File: config.mk
export PLATFORM = sky130hd
export DESIGN_NAME = box_slot_scheduler
export DESIGN_NICKNAME = d
export VERILOG_FILES = /design/src/rtl/box_slot_scheduler.sv
export SDC_FILE = /design/constraint.sdc
export NUM_CORES = 1
export LEC_CHECK = 0
export BUFFER_PORTS_ARGS = -buffer_cell sky130_fd_sc_hd__buf_4
export CORE_MARGIN = 2
export CORE_UTILIZATION = 50
export DETAILED_ROUTE_END_ITERATION = 6
export PLACE_DENSITY = 0.72
export RECOVER_POWER = 50
export SETUP_SLACK_MARGIN = 0.02
export SLEW_MARGIN = 20
export SYNTH_ARGS = -nofsm -noshare
export SYNTH_HDL_FRONTEND = slang
export SYNTH_SLANG_ARGS = --single-unit
File: constraint.sdc
create_clock -name pixelclk -period 4.93 [get_ports pixelclk]
set_clock_uncertainty 0.15 [all_clocks]
set_input_delay 0.7395 -clock pixelclk [delete_from_list [all_inputs] [get_ports pixelclk]]
set_output_delay 0.7395 -clock pixelclk [all_outputs]
set_load 0.1 [all_outputs]
File: src/rtl/box_slot_scheduler.sv
// Frame-synchronous bounding-box slot scheduler for the display overlay.
// Collects size-filtered boxes per frame into shadow slots and commits them
// atomically on the vsync leading edge, with hold-over for empty frames.
// Ports: pixelclk/reset_n; en (sampled at commit); i_vsync; box_valid/
// box_ready stream with box_hl/hr/vt/vb; hcount_l/r1..4, vcount_l/r1..4
// active slots; number of active slots; overflow; frame_stb commit pulse.
module box_slot_scheduler #(
    parameter int   NUM_SLOTS   = 4,
    parameter int   MIN_W       = 8,
    parameter int   MIN_H       = 8,
    parameter int   HOLD_FRAMES = 2,
    parameter logic VS_POL      = 1'b1
) (
    input  logic        pixelclk,
    input  logic        reset_n,
    input  logic        en,
    input  logic        i_vsync,
    input  logic        box_valid,
    output logic        box_ready,
    input  logic [11:0] box_hl,
    input  logic [11:0] box_hr,
    input  logic [11:0] box_vt,
    input  logic [11:0] box_vb,
    output logic [11:0] hcount_l1,
    output logic [11:0] hcount_l2,
    output logic [11:0] hcount_l3,
    output logic [11:0] hcount_l4,
    output logic [11:0] hcount_r1,
    output logic [11:0] hcount_r2,
    output logic [11:0] hcount_r3,
    output logic [11:0] hcount_r4,
    output logic [11:0] vcount_l1,
    output logic [11:0] vcount_l2,
    output logic [11:0] vcount_l3,
    output logic [11:0] vcount_l4,
    output logic [11:0] vcount_r1,
    output logic [11:0] vcount_r2,
    output logic [11:0] vcount_r3,
    output logic [11:0] vcount_r4,
    output logic [3:0]  number,
    output logic        overflow,
    output logic        frame_stb
);

    localparam int HW = $clog2(HOLD_FRAMES + 2);

    typedef enum logic [1:0] {
        IDLE,
        COLLECT,
        COMMIT
    } state_t;

    state_t state_q;
    state_t state_d;

    logic          vs_d;
    logic          vs_edge;
    logic [2:0]    sh_cnt;
    logic          ovf_flag;
    logic [HW-1:0] hold_cnt;
    logic [2:0]    act_cnt;

    logic [11:0] sh_hl [NUM_SLOTS];
    logic [11:0] sh_hr [NUM_SLOTS];
    logic [11:0] sh_vt [NUM_SLOTS];
    logic [11:0] sh_vb [NUM_SLOTS];

    logic [11:0] act_hl [NUM_SLOTS];
    logic [11:0] act_hr [NUM_SLOTS];
    logic [11:0] act_vt [NUM_SLOTS];
    logic [11:0] act_vb [NUM_SLOTS];

    logic        ordered;
    logic [11:0] box_w;
    logic [11:0] box_h;
    logic        box_ok;
    logic        take;
    logic        full;
    logic        store;
    logic        commit;

    assign vs_edge = (i_vsync == VS_POL) && (vs_d != VS_POL);

    always_comb begin
        state_d   = state_q;
        box_ready = 1'b0;
        frame_stb = 1'b0;
        unique case (state_q)
            IDLE: begin
                box_ready = 1'b1;
                if (vs_edge) state_d = COLLECT;
            end
            COLLECT: begin
                box_ready = 1'b1;
                if (vs_edge) state_d = COMMIT;
            end
            COMMIT: begin
                frame_stb = 1'b1;
                state_d   = COLLECT;
            end
            default: state_d = IDLE;
        endcase
    end

    // Widths are only meaningful once ordering holds, so no wrap reaches box_ok.
    assign ordered = (box_hr > box_hl) && (box_vb > box_vt);
    assign box_w   = box_hr - box_hl;
    assign box_h   = box_vb - box_vt;
    assign box_ok  = ordered
                   && (box_w >= 12'(MIN_W))
                   && (box_h >= 12'(MIN_H));

    // IDLE also handshakes, but those boxes belong to a partial frame.
    assign take   = box_valid && box_ready
                  && (state_q == COLLECT) && box_ok;
    assign full   = (sh_cnt >= 3'(NUM_SLOTS));
    assign store  = take && !full;
    assign commit = (state_q == COMMIT);

    always_ff @(posedge pixelclk) begin
        for (int i = 0; i < NUM_SLOTS; i++) begin
            if (store && (sh_cnt == 3'(i))) begin
                sh_hl[i] <= box_hl;
                sh_hr[i] <= box_hr;
                sh_vt[i] <= box_vt;
                sh_vb[i] <= box_vb;
            end
        end
    end

    always_ff @(posedge pixelclk or negedge reset_n) begin
        if (!reset_n) begin
            state_q  <= IDLE;
            vs_d     <= ~VS_POL;
            sh_cnt   <= '0;
            ovf_flag <= 1'b0;
            hold_cnt <= '0;
            act_cnt  <= '0;
            overflow <= 1'b0;
            for (int i = 0; i < NUM_SLOTS; i++) begin
                act_hl[i] <= '0;
                act_hr[i] <= '0;
                act_vt[i] <= '0;
                act_vb[i] <= '0;
            end
        end else begin
            state_q <= state_d;
            vs_d    <= i_vsync;
            if (commit) begin
                overflow <= ovf_flag;
                ovf_flag <= 1'b0;
                sh_cnt   <= '0;
                if (!en || (sh_cnt != 3'd0)) begin
                    hold_cnt <= '0;
                    act_cnt  <= en ? sh_cnt : 3'd0;
                    // Unused slots go to zero: strict compares draw nothing.
                    for (int i = 0; i < NUM_SLOTS; i++) begin
                        if (en && (3'(i) < sh_cnt)) begin
                            act_hl[i] <= sh_hl[i];
                            act_hr[i] <= sh_hr[i];
                            act_vt[i] <= sh_vt[i];
                            act_vb[i] <= sh_vb[i];
                        end else begin
                            act_hl[i] <= '0;
                            act_hr[i] <= '0;
                            act_vt[i] <= '0;
                            act_vb[i] <= '0;
                        end
                    end
                end else if (hold_cnt < HW'(HOLD_FRAMES)) begin
                    hold_cnt <= hold_cnt + 1'b1;
                end else begin
                    act_cnt <= '0;
                    for (int i = 0; i < NUM_SLOTS; i++) begin
                        act_hl[i] <= '0;
                        act_hr[i] <= '0;
                        act_vt[i] <= '0;
                        act_vb[i] <= '0;
                    end
                end
            end else if (take) begin
                if (!full) sh_cnt   <= sh_cnt + 3'd1;
                else       ovf_flag <= 1'b1;
            end
        end
    end

    assign number    = {1'b0, act_cnt};
    assign hcount_l1 = act_hl[0];
    assign hcount_l2 = act_hl[1];
    assign hcount_l3 = act_hl[2];
    assign hcount_l4 = act_hl[3];
    assign hcount_r1 = act_hr[0];
    assign hcount_r2 = act_hr[1];
    assign hcount_r3 = act_hr[2];
    assign hcount_r4 = act_hr[3];
    assign vcount_l1 = act_vt[0];
    assign vcount_l2 = act_vt[1];
    assign vcount_l3 = act_vt[2];
    assign vcount_l4 = act_vt[3];
    assign vcount_r1 = act_vb[0];
    assign vcount_r2 = act_vb[1];
    assign vcount_r3 = act_vb[2];
    assign vcount_r4 = act_vb[3];

endmodule

Yosys cells after proc, flatten, opt, wreduce, memory -nomap -nowiden:

Memory sizes are Yosys's and may differ from the RTL's.
Cells that the tools add are included.

* bits in registers: 205
* latch bits: 0
* RAM bits: 192
* ROM bits: 0
* bits of input ports: 53
* output and inout port bits: 199
* word-level logic and storage cells: 175
* memories kept: 4

Memory list
* sh_hl: words 4, width 12, read ports 4, clocked after Yosys merged registers in 0, write ports 1, line 63 `logic [11:0] sh_hl [NUM_SLOTS];`
* sh_hr: words 4, width 12, read ports 4, clocked after Yosys merged registers in 0, write ports 1, line 64 `logic [11:0] sh_hr [NUM_SLOTS];`
* sh_vb: words 4, width 12, read ports 4, clocked after Yosys merged registers in 0, write ports 1, line 66 `logic [11:0] sh_vb [NUM_SLOTS];`
* sh_vt: words 4, width 12, read ports 4, clocked after Yosys merged registers in 0, write ports 1, line 65 `logic [11:0] sh_vt [NUM_SLOTS];`

* add/sub/neg operators: 4
* multiply operators: 0
* divide/modulo/power cells: 0
* magnitude comparators: 10
* equal/unequal tests: 9
* shifts and indexed selects: 0
* mux-type cells: 81
* bitwise logic cells: 1
* reductions and logical operators: 43

Operators with widths (count)
* $mux W12: 28
* $mux W48: 5
* $reduce_or A12 Y1: 12
* $mux W2: 16
* $mux W1: 25
* $ge A12 B4 Y1 const B: 2
* $gt A12 B12 Y1: 2
* $sub A12 B12 Y12: 2
* $mux W3: 6
* $logic_and A1 B1 Y1: 16
* $reduce_and A2 Y1: 5
* $eq A3 B2 Y1 const B: 2
* $lt A1 B3 Y1 const A: 2
* $lt A2 B3 Y1 const A: 2
* $ne A2 B2 Y1 const B: 3
* $pmux W2 S3: 1
* $reduce_bool A2 Y1: 3
* $add A3 B1 Y3 const B: 1
* $eq A3 B1 Y1 const B: 1
* $ge A3 B3 Y1 const B: 1
* $logic_not A3 Y1: 1
* $reduce_bool A3 Y1: 1
* $add A2 B1 Y2 const B: 1
* $eq A2 B1 Y1 const B: 1
* other kinds (8): 9

Depth between registers and ports, before layout:

Gate-level depths: netlist of run 1.

* word-level depth: 14
* gate-level depth with buffers: 11
* gate-level depth less buffers: 11

Worst setup path before layout of run 1:

OpenSTA, ideal clock, no wires.

* kind: input to register
* start point: in box_vb[0]
* end point: mem sh_hl[3][0], enable pin
* setup time: 513 ps
* arrival: 5752 ps
* required time: 4267 ps
* setup slack: -1485 ps
* stages: 11
* path buffers: 0
* path through: inv_1 -> ha_1 -> fa_1 -> nor2b_1 -> o211ai_1 -> a311o_1 -> a21oi_1 -> a2111oi_4 -> nand3_2 -> nand4b_4 -> nor3_1

* cells in the longest elaborated chain, start to end: 13
* elaborated cells between the ends (all ways): 29
* those cells by class: 1 x add/sub; 2 x order compare; 14 x mux; 12 x reduce/logical

Ends and longest elaborated chain
* start, declared: line 23 `input logic [11:0] box_vb,`
* parallel branches: the longest is 3 deep, another holds $sub A12 B12 Y12
* $logic_and A1 B1 Y1 (*): line 111 `&& (box_h >= 12'(MIN_H));`
* $logic_and A1 B1 Y1 (*): line 115 `&& (state_q == COLLECT) && box_ok;`
* $logic_and A1 B1 Y1 (*): line 117 `assign store = take && !full;`
* $logic_and A1 B1 Y1: line 122 `if (store && (sh_cnt == 3'(i))) begin`
* $mux W1: line 122
* $mux W1 (implied by the code): line 123 `sh_hl[i] <= box_hl;`
* $reduce_or A12 Y1 (no line)
* $mux W2 (no line) or $mux W1 (tied branches) (3 in series)
* end, declared: line 63

Mark *: on every way between the ends.

Final worst setup path of run 1:

* start point: in box_hl[4]
* end point: mem sh_hl[2][11], enable pin

* cells in the longest elaborated chain, start to end: 13
* elaborated cells between the ends (all ways): 29
* those cells by class: 1 x add/sub; 2 x order compare; 14 x mux; 12 x reduce/logical

Ends and longest elaborated chain
* start, declared: line 20 `input logic [11:0] box_hl,`
* $sub A12 B12 Y12 or $gt A12 B12 Y1 (tied branches): line 107, 106
* $ge A12 B4 Y1 or $logic_and A1 B1 Y1 (tied branches): line 110, 106
* $logic_and A1 B1 Y1 (*): line 110 `&& (box_w >= 12'(MIN_W))`
* $logic_and A1 B1 Y1 (*): line 111
* $logic_and A1 B1 Y1 (*): line 115
* $logic_and A1 B1 Y1 (*): line 117
* $logic_and A1 B1 Y1: line 122
* $mux W1: line 122
* $mux W1 (implied by the code): line 123
* $reduce_or A12 Y1 (no line)
* $mux W2 (no line) or $mux W1 (tied branches) (3 in series)

Mark *: on every way between the ends. The rest lies on a longest branch, timed or not.

==> results of run 1 <==
[routing by layer]
layer | track usage (%) | wire, um | vias to the layer above
li1 | - | - | 3910
met1 | 32.9 | 15200 | 4532
met2 | 36.0 | 16000 | 340
met3 | 5.16 | 2510 | 55
met4 | 5.71 | 689 | 0
met5 | 0 | 0 | -
[critical path, stage by stage]
cell and delay (ns):
clkbuf_1 0.30, inv_1 0.09, ha_1 0.37, a21oi_1 0.22
o21a_1 0.18, o221ai_1 0.20, and3_1 0.25, o32a_1 0.33
nand4_1 0.22, nand4b_4 0.23, nor2_4 0.27, buf_4 0.57
[report_power, final]
part           internal (mW)  total, mW  switching [mW]
combinational          0.411       2.28            1.87
sequential              3.71       3.87           0.160
clock                   1.70       2.91            1.21
[Yosys cell counts, types with 3 or more instances]
library cell  instances
nand2_1              13
inv_1                42
o21ai_0              15
a31oi_1               3
nor2_1               16
nor3_1                8
o2111ai_1             3
mux2i_1               3
and4_1                3
buf_1                 3
ha_1                 27
xnor2_1               3
and3_1                5
dfrtp_1             205
a21oi_1              20
edfxtp_1            192
nand2b_1              6
nor4_1                4
nand4_1               5
a22o_1              192
o21a_1                5
nor2b_1               9
a21o_1                3
clkbuf_1             44
xor2_1                4
nand3_1               5
[state kept, by name, summed over array words and instances, names as in the netlist, 48 cells and up]
register  count
sh_hl        48
sh_hr        48
sh_vb        48
sh_vt        48
[worst max path at each step]
stage                               to  cells past startpoint  slack (ns)
after global placement    sh_vb[2][10]                     11        0.76
after floorplan            sh_hl[2][0]                     11        0.59
after CTS                  sh_hr[2][5]                     12        1.16
after detailed placement   sh_vb[2][3]                     12        0.61
final                     sh_hl[2][11]                     12        0.92
after global routing       sh_vt[2][7]                     12        0.68
[cell families (layout without fill, tap and decap cells)]
family	after synthesis	after routing
xor+xnor	7	7
flops	397	397
compound gates	266	266
other cells	1	1
simple gates	87	87
buf+inv	90	377
mux	4	4
fa+ha+maj	29	29
[through the flow]
step | worst slack, ns | power, mW | hold WS, ns | std cells
after floorplan | 0.587 | 5.70 | 0.290 | 881
after global placement | 0.757 | 6.29 | 0.294 | 1479
after detailed placement | 0.609 | 6.32 | 0.298 | 1479
after CTS | 1.16 | 9.22 | 0.178 | 1552
after global routing | 0.684 | 9.37 | 0.211 | 1552
final | 0.918 | 9.05 | 0.221 | 1552
[cell type report]
cell class / count / area, um^2 / area share, %
Sequential cell: 397 / 10900 / 62.0
Multi-Input combinational cell: 394 / 3260 / 18.6
Timing Repair Buffer: 262 / 1490 / 8.50
Clock buffer: 61 / 1170 / 6.66
Tap cell: 384 / 480 / 2.73
Inverter: 42 / 158 / 0.897
Clock inverter: 12 / 110 / 0.627
==> flow_summary.yaml, run 1 <==
logic_synthesis:
  ys_warn_count: 0
  synth_edf_count: 192
  ys_seq_elements: 397
  synth_top_area_share_pct: 39.9
  synth_fa_ha_area_share_pct: 2.62
  synth-main-ff-cell: "dfrtp_1"
  syn_area_um2: 14400
  synthSimpleGateAreaFrac_pct: 3.52
  synth_top_family_by_area: "compound AO/OA/AOI/OAI gates"
  synthMuxAreaShare_pct: 0.312
  synth_cell_types: 57
  syn_area_per_cell_um2: 16.4
  synth_xor_area_share_pct: 0.425
  syn-num-nets: 963
  syn-instance-count: 881
  synth_compound_gate_area_share_pct: 15.2
  synth_seq_area_share_pct: 75.5
  synthTopCellsByArea: "edfxtp_1 40%, dfrtp_1 36%, a22o_1 12%"
  synth_largest_area_cell: "edfxtp_1"
  async_reset_ff_share_pct: 51.6
timing:
  setup_tns_ns: 0
  maxSlewHeadroom_pct: -114
  fin_crit_ns: 4.01
  setup_viol: 0
  max_freq_mhz: 249
  rsz0062_at_grt: "false"
  fin_crit_sh_pct: 81.4
  maxSlewViolCount: 126
  worst_pin_slew_ns: 3.21
  timing.final.hold_violations: 0
layout:
  stdcell_area_um2: 17600
  fin_util_pct: 61.5
  drive_gt1_share_pct: 17.0
  syn2layout_area_growth_pct: 21.7
  antenna_cells: 0
  mostFrequentLayoutCell: "dfrtp_1"
  fin_nets: 1219
  nFillCells: 2260
  final_cell_mix: "205 x dfrtp_1, 192 x a22o_1, 192 x edfxtp_1"
critical_path:
  r2r_start: "state_q[1]"
  startpoint_type: "primary input"
  ff2ff_setup_slack_ns: 1.77
  critPathLaunch: "box_hl[4]"
  path_max_fanout: 42
  worstRegToRegCells: 9
  timing.rr.end: "sh_hl[2][11]"
  arrival_ns: 4.02
  crit_type: "primary input to flop"
  critPathRequiredTime_ns: 4.94
  crit_path_end_kind: "flop"
clock_network:
  cts_tree: "yes"
  ctsLongestPathBuffers: 3
  cts-root-buf: "clkbuf_16"
  postCtsSetupBuffers: 0
  cts_hold_buf: 0
  clkTransAtPathRegs_ns: 0.06
  cts.repair.resized: 0
  numCtsBuffers: 40
  cts_sinks: 397
  h-tree-depth: 2
  insertion_delay_ns: 0.52
drt:
  num_vias: 8837
  postRouteAntennaNets: 0
  post-route-drc-count: 0
  wl_mm: 34.4
  firstDrtPassIters: 5
  drtIter0Drc: 801
  vias_per_cell: 5.69
  wl_per_cell_um: 22.2
die:
  io_pins: 252
  dieArea_um2: 30200
  num_rows: 62
  core_area_um2: 28500
  start_util_pct: 50.6
  die_w_um: 174
  die_h_um: 174
global_routing:
  grt_pass1_vias: 8915
  grt_use_total_pct: 22.9
  antenna_found_initial: 0
  grt_max_degree: 198
  gr-total-overflow: 0
  grt_pass1_wl_mm: 53.1
worst_hold_path:
  hold_path_depth: 1
  hold_path_end: "vs_d"
  hold_path_class: "primary input to flop"
  hp-start: "i_vsync"
placed_design:
  hpwl_mm: 22.0
  place.gp.congestion: 0.873
  place_area_um2: 16800
  io_buffers: 250
power:
  p_per_area_nw_per_um2: 515
  ir_drop_v: 0.000309
  leakage_nw: 7.48
run_status:
  violations: "capacitance limit, slew limit"
  status: "finished with violations"
flow_run:
  max_cap_viol_count: 1
Power figures use the tool's default switching activity.
==> run 2: changes to the inputs <==
- ABC_AREA: default -> 1
- CORE_UTILIZATION: 50 -> 56
- PLACE_DENSITY: 0.72 -> 0.76
- clock period: 4.93 -> 3.9 ns (I/O delays scaled with it)
==> run 2 against run 1 <==
  * The run now ends clean
  * Global-route usage up 3.6 points
  * Critical path depth up 2
  * Cell count up 35%
  * Core utilization up 6.0 points
  * Flip-flop and latch count unchanged
  * Synthesized cell count up 62%
==> flow_summary.yaml, run 2 <==
run_status:
  status: "finished clean"
placed_design:
  place.gp.congestion: 0.871
  hpwl_mm: 25.7
  dp_slack_ns: 0.412
  numPlacedInstances: 2013
  io_buffers: 250
logic_synthesis:
  synth_cell_types: 32
  ys_seq_elements: 397
  synth_top_family_by_area: "simple AND/OR/NAND/NOR gates"
  synth_xor_area_share_pct: 0.111
  synth_compound_gate_area_share_pct: 7.22
  synth_fa_ha_area_share_pct: 2.40
  ys_warn_count: 0
  synth_largest_area_cell: "edfxtp_1"
  syn-num-nets: 1508
  synth_edf_count: 192
  syn-instance-count: 1426
  async_reset_ff_share_pct: 51.6
  synth_top_area_share_pct: 36.5
  synthTopCellsByArea: "edfxtp_1 37%, dfrtp_1 33%, inv_1 6.1%"
  synthSimpleGateAreaFrac_pct: 13.0
  syn_area_um2: 15800
  synth_seq_area_share_pct: 69.1
  synth-main-ff-cell: "dfrtp_1"
  synth.most_common_cell: "inv_1"
  synthMuxAreaShare_pct: 0.0714
  syn_area_per_cell_um2: 11.1
  synthTopCellsByCount: "256 x inv_1, 205 x dfrtp_1, 192 x edfxtp_1, 174 x nand3_1, 151 x nand2_1"
die:
  dieArea_um2: 29500
  num_rows: 61
  die_h_um: 172
  start_util_pct: 56.8
  die_w_um: 172
  io_pins: 252
  core_area_um2: 27800
layout:
  mostFrequentLayoutCell: "inv_1"
  final-instance-count-excl-fill: 2088
  nFillCells: 2266
  syn2layout_area_growth_pct: 19.0
  drive_gt1_share_pct: 10.8
  fin_nets: 1760
  final_cell_mix: "255 x inv_1, 205 x dfrtp_1, 192 x edfxtp_1"
drt:
  num_vias: 11133
  firstDrtPassIters: 5
  wl_mm: 38.9
  postRouteAntennaNets: 0
  drtIter0Drc: 1100
  post-route-drc-count: 0
  vias_per_cell: 5.33
  wl_per_cell_um: 18.6
timing:
  holdWs_ns: 0.0462
  maxSlewViolCount: 0
  worst_pin_slew_ns: 1.38
  rsz0062_at_grt: "false"
  max_freq_mhz: 318
  timing.final.hold_violations: 0
  fin_crit_ns: 3.14
  maxSlewHeadroom_pct: 7.90
  fin_crit_sh_pct: 80.6
  fin_ws_ns: 0.758
  setup_viol: 0
clock_network:
  postCtsSetupBuffers: 0
  ctsLongestPathBuffers: 3
  cts.repair.resized: 0
  numCtsBuffers: 40
  cts-root-buf: "clkbuf_16"
  clkTransAtPathRegs_ns: 0.06
  cts_sinks: 397
  insertion_delay_ns: 0.53
  h-tree-depth: 2
  cts_tree: "yes"
critical_path:
  worstRegToRegCells: 6
  timing.rr.end: "hcount_r3[6]"
  crit_type: "primary input to flop"
  r2r_start: "state_q[0]"
  ff2ff_setup_slack_ns: 1.03
  arrival_ns: 3.19
  crit_path_end_kind: "flop"
  critPathRequiredTime_ns: 3.95
  startpoint_type: "primary input"
  path_max_fanout: 38
global_routing:
  grt_max_degree: 100
  grt_util_met2_pct: 43.1
  use_met3_pct: 3.91
  grt_pass1_vias: 11141
  gr-total-overflow: 0
  antenna_found_initial: 0
  busiest_layer: "met2"
  use_met1_pct: 37.9
  grt_pass1_wl_mm: 60.0
  grt_use_total_pct: 26.5
worst_hold_path:
  hp-start: "i_vsync"
  hold_path_class: "primary input to flop"
  hold_path_depth: 1
  hold_path_end: "vs_d"
flow_run:
  max_cap_viol_count: 0
## run 2: cell type report
| cell class | instances | area, um^2 | area share [%] |
|---|---|---|---|
| diodes | 1 | 2.50 | 0.0133 |
| flip-flops and latches | 397 | 10900 | 58.0 |
| repair buffers | 276 | 1480 | 7.89 |
| clock buffers | 58 | 1150 | 6.12 |
| clock inverters | 15 | 128 | 0.680 |
| multi-input cells | 703 | 3670 | 19.6 |
| inverters | 260 | 976 | 5.20 |
| well taps | 378 | 473 | 2.52 |
## run 2: worst max path at each step
stage,from,depth (start not counted),slack [ns],end
2_1_floorplan,box_hr[0],16,-0.09,sh_hl[3][0]
3_3_place_gp,box_hr[0],18,0.45,sh_hr[1][11]
3_5_place_dp,box_hr[0],18,0.41,sh_vb[1][9]
4_1_cts,box_hr[0],18,0.94,sh_hl[1][10]
5_1_grt,box_hr[0],18,0.58,sh_hl[1][10]
6_report,box_hr[4],14,0.76,sh_vb[3][0]
## run 2: kinds of logic (layout without fill, tap and decap cells)
kind of cell | after synthesis | count (layout)
flip-flops | 397 | 397
XOR/XNOR | 2 | 2
AND/OR/NAND/NOR | 455 | 455
AO/OA/AOI/OAI | 215 | 215
adder cells (fa/ha/maj) | 29 | 29
multiplexers | 1 | 1
other | 1 | 2
buffers and inverters | 326 | 609
## run 2: stage by stage
stage | TNS, ns | instance area (um^2) | utilization, %
final | 0 | 18800 | 67.6
after global routing | 0 | 18800 | 67.6
after CTS | 0 | 19500 | 70.0
after detailed placement | 0 | 18200 | 65.4
after global placement | 0 | 18200 | 65.4
after floorplan | -9.03 | 15800 | -
## run 2: per-layer routing
metal,vias to the layer above,part of all wire (%)
li1,5220,-
met4,0,1.7
met5,-,0
met3,53,6.2
met1,5473,44
met2,387,48
## run 2: repair_timing
action | CTS | global route
hold buffers | 1 | 0
endpoints found under the setup margin | 0 | 0
endpoints found under the hold margin | 8 | 0
## run 2: worst max-delay path, cell delays in order
cell and delay [ns]:
clkbuf_1 0.36, ha_1 0.38, nand2_1 0.15, nor2_2 0.06, nand4_1 0.11, nor2_1 0.08
a211oi_1 0.32, nand2_2 0.11, nor2_4 0.12, nand3_2 0.17, nor2_2 0.14, nand2_1 0.15
nor2_4 0.16, buf_12 0.27
Power of run 2 is not shown: default switching activity piles up to over one toggle a cycle in this logic, so the estimate is an artifact.
